`src/rtl/rv_int_ctrl.sv`:
```
// Machine-level interrupt controller: ext-irq synchronizer, mtime/mtimecmp/msip
// register window, registered pending bits and a REQ/HOLD request FSM to the trap logic.
package rv_int_ctrl_pkg;
  typedef struct packed {
    logic enable_external;
    logic enable_timer;
    logic enable_soft;
  } int_ctrl_csr_t;

  typedef struct packed {
    logic pending_external;
    logic pending_timer;
    logic pending_soft;
  } int_ctrl_state_csr_t;
endpackage

module rv_int_ctrl
  import rv_int_ctrl_pkg::*;
#(
  parameter int SYNC_STAGES = 2
) (
  input  logic                i_clk,
  input  logic                i_reset_n,
  input  logic                i_ext_irq,
  input  logic                i_sel,
  input  logic [2:0]          i_idx,
  input  logic [31:0]         i_data,
  input  logic                i_write,
  output logic [31:0]         o_data,
  input  int_ctrl_csr_t       i_int_ctr,
  input  logic                i_mie,
  output int_ctrl_state_csr_t o_int_ctr_state,
  output logic                o_irq_req,
  output logic [31:0]         o_irq_cause,
  input  logic                i_irq_ack
);

  localparam logic [2:0] IDX_MSIP   = 3'd0;
  localparam logic [2:0] IDX_CMP_LO = 3'd1;
  localparam logic [2:0] IDX_CMP_HI = 3'd2;
  localparam logic [2:0] IDX_MT_LO  = 3'd3;
  localparam logic [2:0] IDX_MT_HI  = 3'd4;

  localparam logic [1:0] S_IDLE = 2'd0;
  localparam logic [1:0] S_REQ  = 2'd1;
  localparam logic [1:0] S_HOLD = 2'd2;

  localparam logic [3:0] CODE_MEI = 4'd11;
  localparam logic [3:0] CODE_MSI = 4'd3;
  localparam logic [3:0] CODE_MTI = 4'd7;

  logic [SYNC_STAGES-1:0] r_sync;
  logic [63:0]            r_mtime;
  logic [63:0]            r_mtimecmp;
  logic                   r_msip;
  logic                   r_tpend;
  logic [1:0]             r_state;
  logic [31:0]            r_cause;

  logic                   w_wr;
  int_ctrl_state_csr_t    w_pend;
  int_ctrl_state_csr_t    w_act;
  logic                   w_fire;
  logic [3:0]             w_code;

  assign w_wr = i_sel & i_write;

  // Plain flop chain; the last stage is the pending_external bit itself.
  always_ff @(posedge i_clk or negedge i_reset_n) begin
    if (!i_reset_n) r_sync <= '0;
    else            r_sync <= {r_sync[SYNC_STAGES-2:0], i_ext_irq};
  end

  // A low-half write replaces the count for that cycle; a high-half write
  // still advances the low half, dropping its carry.
  always_ff @(posedge i_clk or negedge i_reset_n) begin
    if (!i_reset_n) begin
      r_mtime <= '0;
    end else if (w_wr && i_idx == IDX_MT_LO) begin
      r_mtime <= {r_mtime[63:32], i_data};
    end else if (w_wr && i_idx == IDX_MT_HI) begin
      r_mtime <= {i_data, r_mtime[31:0] + 32'd1};
    end else begin
      r_mtime <= r_mtime + 64'd1;
    end
  end

  always_ff @(posedge i_clk or negedge i_reset_n) begin
    if (!i_reset_n) begin
      r_mtimecmp <= '1;
      r_msip     <= 1'b0;
    end else if (w_wr) begin
      case (i_idx)
        IDX_MSIP:   r_msip             <= i_data[0];
        IDX_CMP_LO: r_mtimecmp[31:0]   <= i_data;
        IDX_CMP_HI: r_mtimecmp[63:32]  <= i_data;
        default:    ;
      endcase
    end
  end

  always_ff @(posedge i_clk or negedge i_reset_n) begin
    if (!i_reset_n) r_tpend <= 1'b0;
    else            r_tpend <= (r_mtime >= r_mtimecmp);
  end

  always_comb begin
    o_data = '0;
    if (i_sel) begin
      case (i_idx)
        IDX_MSIP:   o_data = {31'b0, r_msip};
        IDX_CMP_LO: o_data = r_mtimecmp[31:0];
        IDX_CMP_HI: o_data = r_mtimecmp[63:32];
        IDX_MT_LO:  o_data = r_mtime[31:0];
        IDX_MT_HI:  o_data = r_mtime[63:32];
        default:    o_data = '0;
      endcase
    end
  end

  assign w_pend.pending_external = r_sync[SYNC_STAGES-1];
  assign w_pend.pending_timer    = r_tpend;
  assign w_pend.pending_soft     = r_msip;
  assign o_int_ctr_state         = w_pend;

  assign w_act.pending_external = w_pend.pending_external & i_int_ctr.enable_external;
  assign w_act.pending_timer    = w_pend.pending_timer    & i_int_ctr.enable_timer;
  assign w_act.pending_soft     = w_pend.pending_soft     & i_int_ctr.enable_soft;
  assign w_fire = i_mie & (|w_act);

  always_comb begin
    w_code = CODE_MTI;
    if (w_act.pending_external)  w_code = CODE_MEI;
    else if (w_act.pending_soft) w_code = CODE_MSI;
  end

  // Cause is captured only on IDLE->REQ; REQ is held regardless of sources until ack.
  always_ff @(posedge i_clk or negedge i_reset_n) begin
    if (!i_reset_n) begin
      r_state <= S_IDLE;
      r_cause <= '0;
    end else begin
      case (r_state)
        S_IDLE: if (w_fire) begin
          r_state <= S_REQ;
          r_cause <= {1'b1, 27'b0, w_code};
        end
        S_REQ:  if (i_irq_ack) r_state <= S_HOLD;
        S_HOLD: r_state <= S_IDLE;
        default: r_state <= S_IDLE;
      endcase
    end
  end

  assign o_irq_req   = (r_state == S_REQ);
  assign o_irq_cause = r_cause;

endmodule

```
`config.mk`:
```
export PLATFORM = sky130hd
export DESIGN_NAME = rv_int_ctrl
export DESIGN_NICKNAME = d
export VERILOG_FILES = /design/src/rtl/rv_int_ctrl.sv
export SDC_FILE = /design/constraint.sdc
export NUM_CORES = 1
export LEC_CHECK = 0
export CORE_MARGIN = 5
export CORE_UTILIZATION = 50
export DETAILED_ROUTE_END_ITERATION = 8
export PLACE_DENSITY = 0.78
export SLEW_MARGIN = 20
export SYNTH_ARGS = -nofsm -noshare
export SYNTH_HDL_FRONTEND = slang
export SYNTH_SLANG_ARGS = --single-unit
```
`constraint.sdc`:
```
create_clock -name i_clk -period 4.11 [get_ports i_clk]
set_input_delay 0.6165 -clock i_clk [delete_from_list [all_inputs] [get_ports i_clk]]
set_output_delay 0.6165 -clock i_clk [all_outputs]
set_load 0.02 [all_outputs]
```
==> results.yml, run 1 <==
run_status:
  status: "finished clean"
cts:
  clock_path_buffers: 2
  holdBufCountCts: 0
  clk_latency_ps: 430
  root_buffer: "clkbuf_16"
  htreeDepth: 4
  numCtsBuffers: 17
  post_cts_resize_count: 0
  cts_tree: "yes"
  cts_sinks: 137
  clk_pin_slew_ps: 50
  post_cts_buffers: 0
sta:
  holdWs_ps: 303
  finalHoldViolCount: 0
  tns_ps: 0
  fmax_mhz: 285
  slew_headroom_pct: 39.5
  tightest_slew_ps: 907
  grt_setup_unrepaired: "no"
  finalSetupViolCount: 0
  min_period_ps: 3510
  finalCritPeriodShare_pct: 85.4
  drv_slew: 0
  skew_ps: 9.48
die:
  coreArea_sq_um: 17900
  rows: 49
  io_pins: 113
  die_y_um: 145
  fp.dieW_um: 145
  initial_core_util_pct: 50.8
  die-area_sq_um: 21000
cells_and_area:
  drive_above_1_share_pct: 11.3
  syn_to_final_growth_pct: 17.2
  antenna_cells: 0
  final_nets: 1227
  multi_input_area_sq_um: 4950
  seq_area_sq_um: 3510
  nFillCells: 1499
  final_cell_area_sq_um: 10700
setup_path:
  r2r_end: "r_tpend"
  startpoint_type: "input pin"
  path_class: "in -> out"
  r2r_cells: 8
  crit_fanout: 36
  end_kind: "primary output"
  r2r_setup_slack_ps: 1200
  required_ps: 3490
  r2r-start: "r_mtimecmp[14]"
  arrival_ps: 2900
yosys:
  synth-async-reset-ratio_pct: 100
  synthCells: 1061
  yosysTopAreaCellShare_pct: 20.1
  ys_ff_latch: 137
  yosysWarnings: 0
  yosysSeqAreaShare_pct: 38.6
  synth_edf_count: 0
  synthFlopType: "dfrtp_1"
  synthesis.area_sq_um: 9090
  syn_avg_cell_area_sq_um: 8.57
  post_synth_num_cell_types: 63
  yosys.area.top_type: "dfrtp_1"
  synth_area_leaders: "dfrtp_1, dfstp_2, ha_1"
grt:
  grt_pass1_wl_um: 41600
  grt-ovfl-total: 0
  grtUsageTotal_pct: 25.1
  grt_max_degree: 96
  antenna_found_initial: 0
  grt_pass1_vias: 8031
detailed_routing:
  drc_errors: 0
  via_count: 8387
  drt-initial-drc-count: 751
  ant_nets: 0
  first_pass_iters: 5
  via_per_inst: 6.17
  wl_um: 25900
  routedWlPerCell_um: 19.0
power_and_ir_drop:
  power_density_nw_per_um2: 510
  totalPowerFinal_mw: 5.43
  p_leak_nw: 4.25
  ir_drop_uv: 325
flow_run:
  cap_violations: 0
placement:
  io_buffers: 85
  place_area_sq_um: 10100
  gp_congestion: 0.948
  hpwl_um: 18400
worst_hold_path:
  hold_path.class: "in -> async"
[worst max path at each step]
stage | startpoint | to | slack [ps] | cells past startpoint
3_5_place_dp | i_idx[0] | o_data[17] | 610 | 6
2_1_floorplan | i_idx[0] | o_data[10] | 1470 | 5
3_3_place_gp | i_idx[0] | o_data[17] | 650 | 6
6_report | i_idx[2] | o_data[15] | 600 | 6
5_1_grt | i_idx[2] | o_data[15] | 440 | 6
4_1_cts | i_idx[2] | o_data[13] | 610 | 6
[layout by cell type (no fill, tap or decap), types with 5 or more instances in the layout]
master           count
a21o_1              15
a21oi_1             63
a22oi_1             78
a31oi_1              6
and2_1               5
and3_1              15
and4_1               8
buf_4               16
clkbuf_16           17
clkdlybuf4s50_1     84
conb_1              27
dfrtp_1             73
dfstp_2             64
ha_1                65
inv_1               73
nand2_1            145
nand3_1             54
nand4_1             27
nor2_1              27
nor3_1               7
nor4_1               7
o211ai_1            12
o21ai_0            104
o22ai_1              5
o311ai_0            10
or3_1               10
or4_1                7
xnor2_1             12
xor2_1              17
[logic make-up (layout without fill, tap and decap cells)]
kind of cell	count (synthesis)	after routing	synth area share [%]
flip-flops	137	137	38.6
XOR/XNOR	29	29	2.79
other	1	27	0.0413
buffers and inverters	166	209	8.29
adder cells (fa/ha/maj)	65	65	8.95
AO/OA/AOI/OAI	321	321	22.3
AND/OR/NAND/NOR	339	339	18.5
multiplexers	3	3	0.496
[critical path, stage by stage]
cell	delay [ps]
clkdlybuf4s50_1	610
nor3b_4	220
buf_4	430
a22oi_1	170
a21oi_1	200
clkdlybuf4s50_1	630
[area by class of cell]
type | count | share of cell area [%]
multi-input cells | 784 | 46.5
flip-flops and latches | 137 | 32.9
repair buffers | 104 | 9.69
clock buffers | 24 | 4.52
well taps | 229 | 2.69
inverters | 73 | 2.57
clock inverters | 8 | 1.12
[stage by stage]
stage | util, % | worst slack (ps) | instances
floorplan | - | 1470 | 1087
global placement | 56.2 | 646 | 1327
detailed placement | 56.2 | 610 | 1327
CTS | 59.5 | 607 | 1359
global route | 59.5 | 436 | 1359
finish | 59.5 | 598 | 1359
[per-layer routing]
metal | track usage (%) | up-vias | share of wire (%)
li1 | - | 3903 | -
met3 | 4.57 | 67 | 7.9
met1 | 34.3 | 4027 | 43
met4 | 10.2 | 0 | 3.0
met2 | 39.7 | 390 | 46
met5 | 0 | - | 0
[where the power goes]
| part | total [mW] | switching [mW] | internal, mW |
|---|---|---|---|
| registers | 2.27 | 0.456 | 1.81 |
| logic | 1.59 | 0.879 | 0.711 |
| clock network | 1.57 | 0.570 | 0.999 |
[state kept, by name, indices dropped and copies added (netlist names)]
| register | count |
|---|---|
| r_sync | 2 |
| r_tpend | 1 |
| r_mtime | 64 |
| r_mtimecmp | 64 |
| r_state | 2 |
| r_msip | 1 |
| o_irq_cause | 3 |
[synth_stat cells, types with 7 or more instances]
master and number:
a21o_1 15, dfrtp_1 73, a21oi_1 63, or3_1 10
nand3_1 54, o211ai_1 12, or4_1 7, nor2_1 27
ha_1 65, nor3_1 7, nand2_1 145, dfstp_2 64
a22oi_1 78, xor2_1 17, inv_1 73, xnor2_1 12
and2_1 8, nor4_1 8, clkbuf_1 54, and3_1 15
and4_1 8, buf_4 33, nand4_1 27, o21ai_0 104
o311ai_0 10
No activity file was read; power rests on OpenSTA's default activity.
==> inputs of run 2 (changes only) <==
--- a/config.mk
+++ b/config.mk
@@ -7,6 +7,7 @@
 export LEC_CHECK = 0
 export CORE_MARGIN = 5
 export CORE_UTILIZATION = 50
+export CTS_CLUSTER_SIZE = 12
 export DETAILED_ROUTE_END_ITERATION = 8
 export PLACE_DENSITY = 0.78
 export SLEW_MARGIN = 20
==> constraint.sdc (replaced) <==
create_clock -name i_clk -period 4.2 [get_ports i_clk]
set_input_delay 0.63 -clock i_clk [delete_from_list [all_inputs] [get_ports i_clk]]
set_output_delay 0.63 -clock i_clk [all_outputs]
set_load 0.02 [all_outputs]
==> run 2 against run 1 <==
Compared with the run above: routed wire length rose by 1.1%; worst hold slack improved by 28 ps; sequential power fell by 2%; sequential share of layout area fell by 0.085 points; clock-buffer cell count fell by 6; largest cell class unchanged.
==> results.yml, run 2 (synthesized netlist as in run 1, its figures left out) <==
sta:
  grt_setup_unrepaired: "no"
  finalHoldViolCount: 0
  finalSetupViolCount: 0
  skew_ps: 9.71
  fmax_mhz: 280
  tns_ps: 0
  tightest_slew_ps: 932
  holdWs_ps: 331
  slew_headroom_pct: 37.9
  finalCritPeriodShare_pct: 85.0
  drv_slew: 0
  min_period_ps: 3570
detailed_routing:
  drt-initial-drc-count: 792
  via_per_inst: 6.13
  via_count: 8348
  wl_um: 26100
  first_pass_iters: 5
  ant_nets: 0
  drc_errors: 0
  routedWlPerCell_um: 19.2
grt:
  grt_pass1_wl_um: 42300
  grtUsageTotal_pct: 25.5
  antenna_found_initial: 0
  grt-ovfl-total: 0
  grt_pass1_vias: 8154
  grt_max_degree: 100
setup_path:
  crit_fanout: 32
  cp_cell_sequence: "clkdlybuf4s50_1 > nor3b_2 > buf_4 > a22oi_1 > a21oi_1 > clkdlybuf4s50_1"
  startpoint_type: "input pin"
  cp_slowest_cell: "clkdlybuf4s50_1"
  crit_family: "buffers and inverters"
  r2r-start: "r_mtime[0]"
  critical_path.most_common_cell: "clkdlybuf4s50_1"
  path_class: "in -> out"
  crit_start: "i_idx[0]"
  r2r_end: "r_mtime[54]"
  arrival_ps: 2940
  r2r_setup_slack_ps: 1070
  end_kind: "primary output"
  path_buf_inv: 3
  r2r_cells: 7
  required_ps: 3570
  critPathMaxStageDelay_ps: 650
cells_and_area:
  multi_input_area_sq_um: 4950
  antenna_cells: 0
  layout_commonest_cell: "nand2_1"
  nFillCells: 1570
  seq_area_sq_um: 3510
  drive_above_1_share_pct: 11.8
  final_nets: 1229
  syn_to_final_growth_pct: 17.5
  final_cell_mix: "nand2_1, o21ai_0, clkdlybuf4s50_1"
run_status:
  status: "finished clean"
cts:
  clk_latency_ps: 430
  post_cts_buffers: 0
  cts_sinks: 137
  clk_pin_slew_ps: 60
  post_cts_resize_count: 0
  clock_path_buffers: 2
  htreeDepth: 4
  root_buffer: "clkbuf_16"
  cts_tree: "yes"
  numCtsBuffers: 17
  holdBufCountCts: 0
die:
  die_y_um: 145
  rows: 49
  initial_core_util_pct: 50.8
  io_pins: 113
  fp.dieW_um: 145
  die-area_sq_um: 21000
  coreArea_sq_um: 17900
placement:
  hpwl_um: 18500
  io_buffers: 85
  gp_congestion: 0.920
worst_hold_path:
  hold_path.class: "in -> async"
power_and_ir_drop:
  ir_drop_uv: 404
  p_leak_nw: 4.25
  power_density_nw_per_um2: 505
flow_run:
  cap_violations: 0
==> run 2: power by group <==
group / internal, mW / switching [mW] / total, mW
Sequential: 1.77 / 0.446 / 2.22
Combinational: 0.694 / 0.858 / 1.55
Clock: 1.01 / 0.606 / 1.62
==> run 2: through the flow <==
| stage | total power [mW] | worst slack (ps) | std cells | util [%] | cell area [sq um] |
|---|---|---|---|---|---|
| after CTS | 5.39 | 629 | 1361 | 59.7 | 10700 |
| after global placement | 3.68 | 699 | 1329 | 56.1 | 10000 |
| after global routing | 5.74 | 523 | 1361 | 59.7 | 10700 |
| after floorplan | 3.19 | 1530 | 1087 | - | 9190 |
| final | 5.39 | 630 | 1361 | 59.7 | 10700 |
| after detailed placement | 3.75 | 647 | 1329 | 56.1 | 10000 |
==> run 2: area by class of cell <==
| cell class | count | area share [%] |
|---|---|---|
| Multi-Input combinational cell | 784 | 46.4 |
| Clock inverter | 14 | 1.86 |
| Tap cell | 229 | 2.68 |
| Clock buffer | 18 | 4.11 |
| Inverter | 73 | 2.57 |
| Timing Repair Buffer | 106 | 9.57 |
| Sequential cell | 137 | 32.8 |
==> run 2: metal layers <==
| metal | global-route usage, % | up-vias | wire [um] |
|---|---|---|---|
| li1 | - | 3912 | - |
| met1 | 34.2 | 4013 | 11200 |
| met2 | 41.2 | 380 | 12400 |
| met3 | 6.08 | 43 | 2040 |
| met4 | 7.85 | 0 | 466 |
| met5 | 0 | - | 0 |
==> run 2: worst register-to-register path, stage by stage, from the launching register on <==
cell and delay (ps):
dfrtp_1 460, ha_1 230, and3_1 260, and2_1 320, and3_1 700, nand2_1 400
o311ai_0 420, o311ai_0 190
==> run 2: how the worst max path moves through the flow <==
| stage | cells after the start | slack [ps] | endpoint |
|---|---|---|---|
| 3_3_place_gp | 6 | 700 | o_data[17] |
| 2_1_floorplan | 5 | 1530 | o_data[10] |
| 3_5_place_dp | 6 | 650 | o_data[15] |
| 6_report | 6 | 630 | o_data[8] |
| 5_1_grt | 6 | 520 | o_data[8] |
| 4_1_cts | 6 | 630 | o_data[15] |
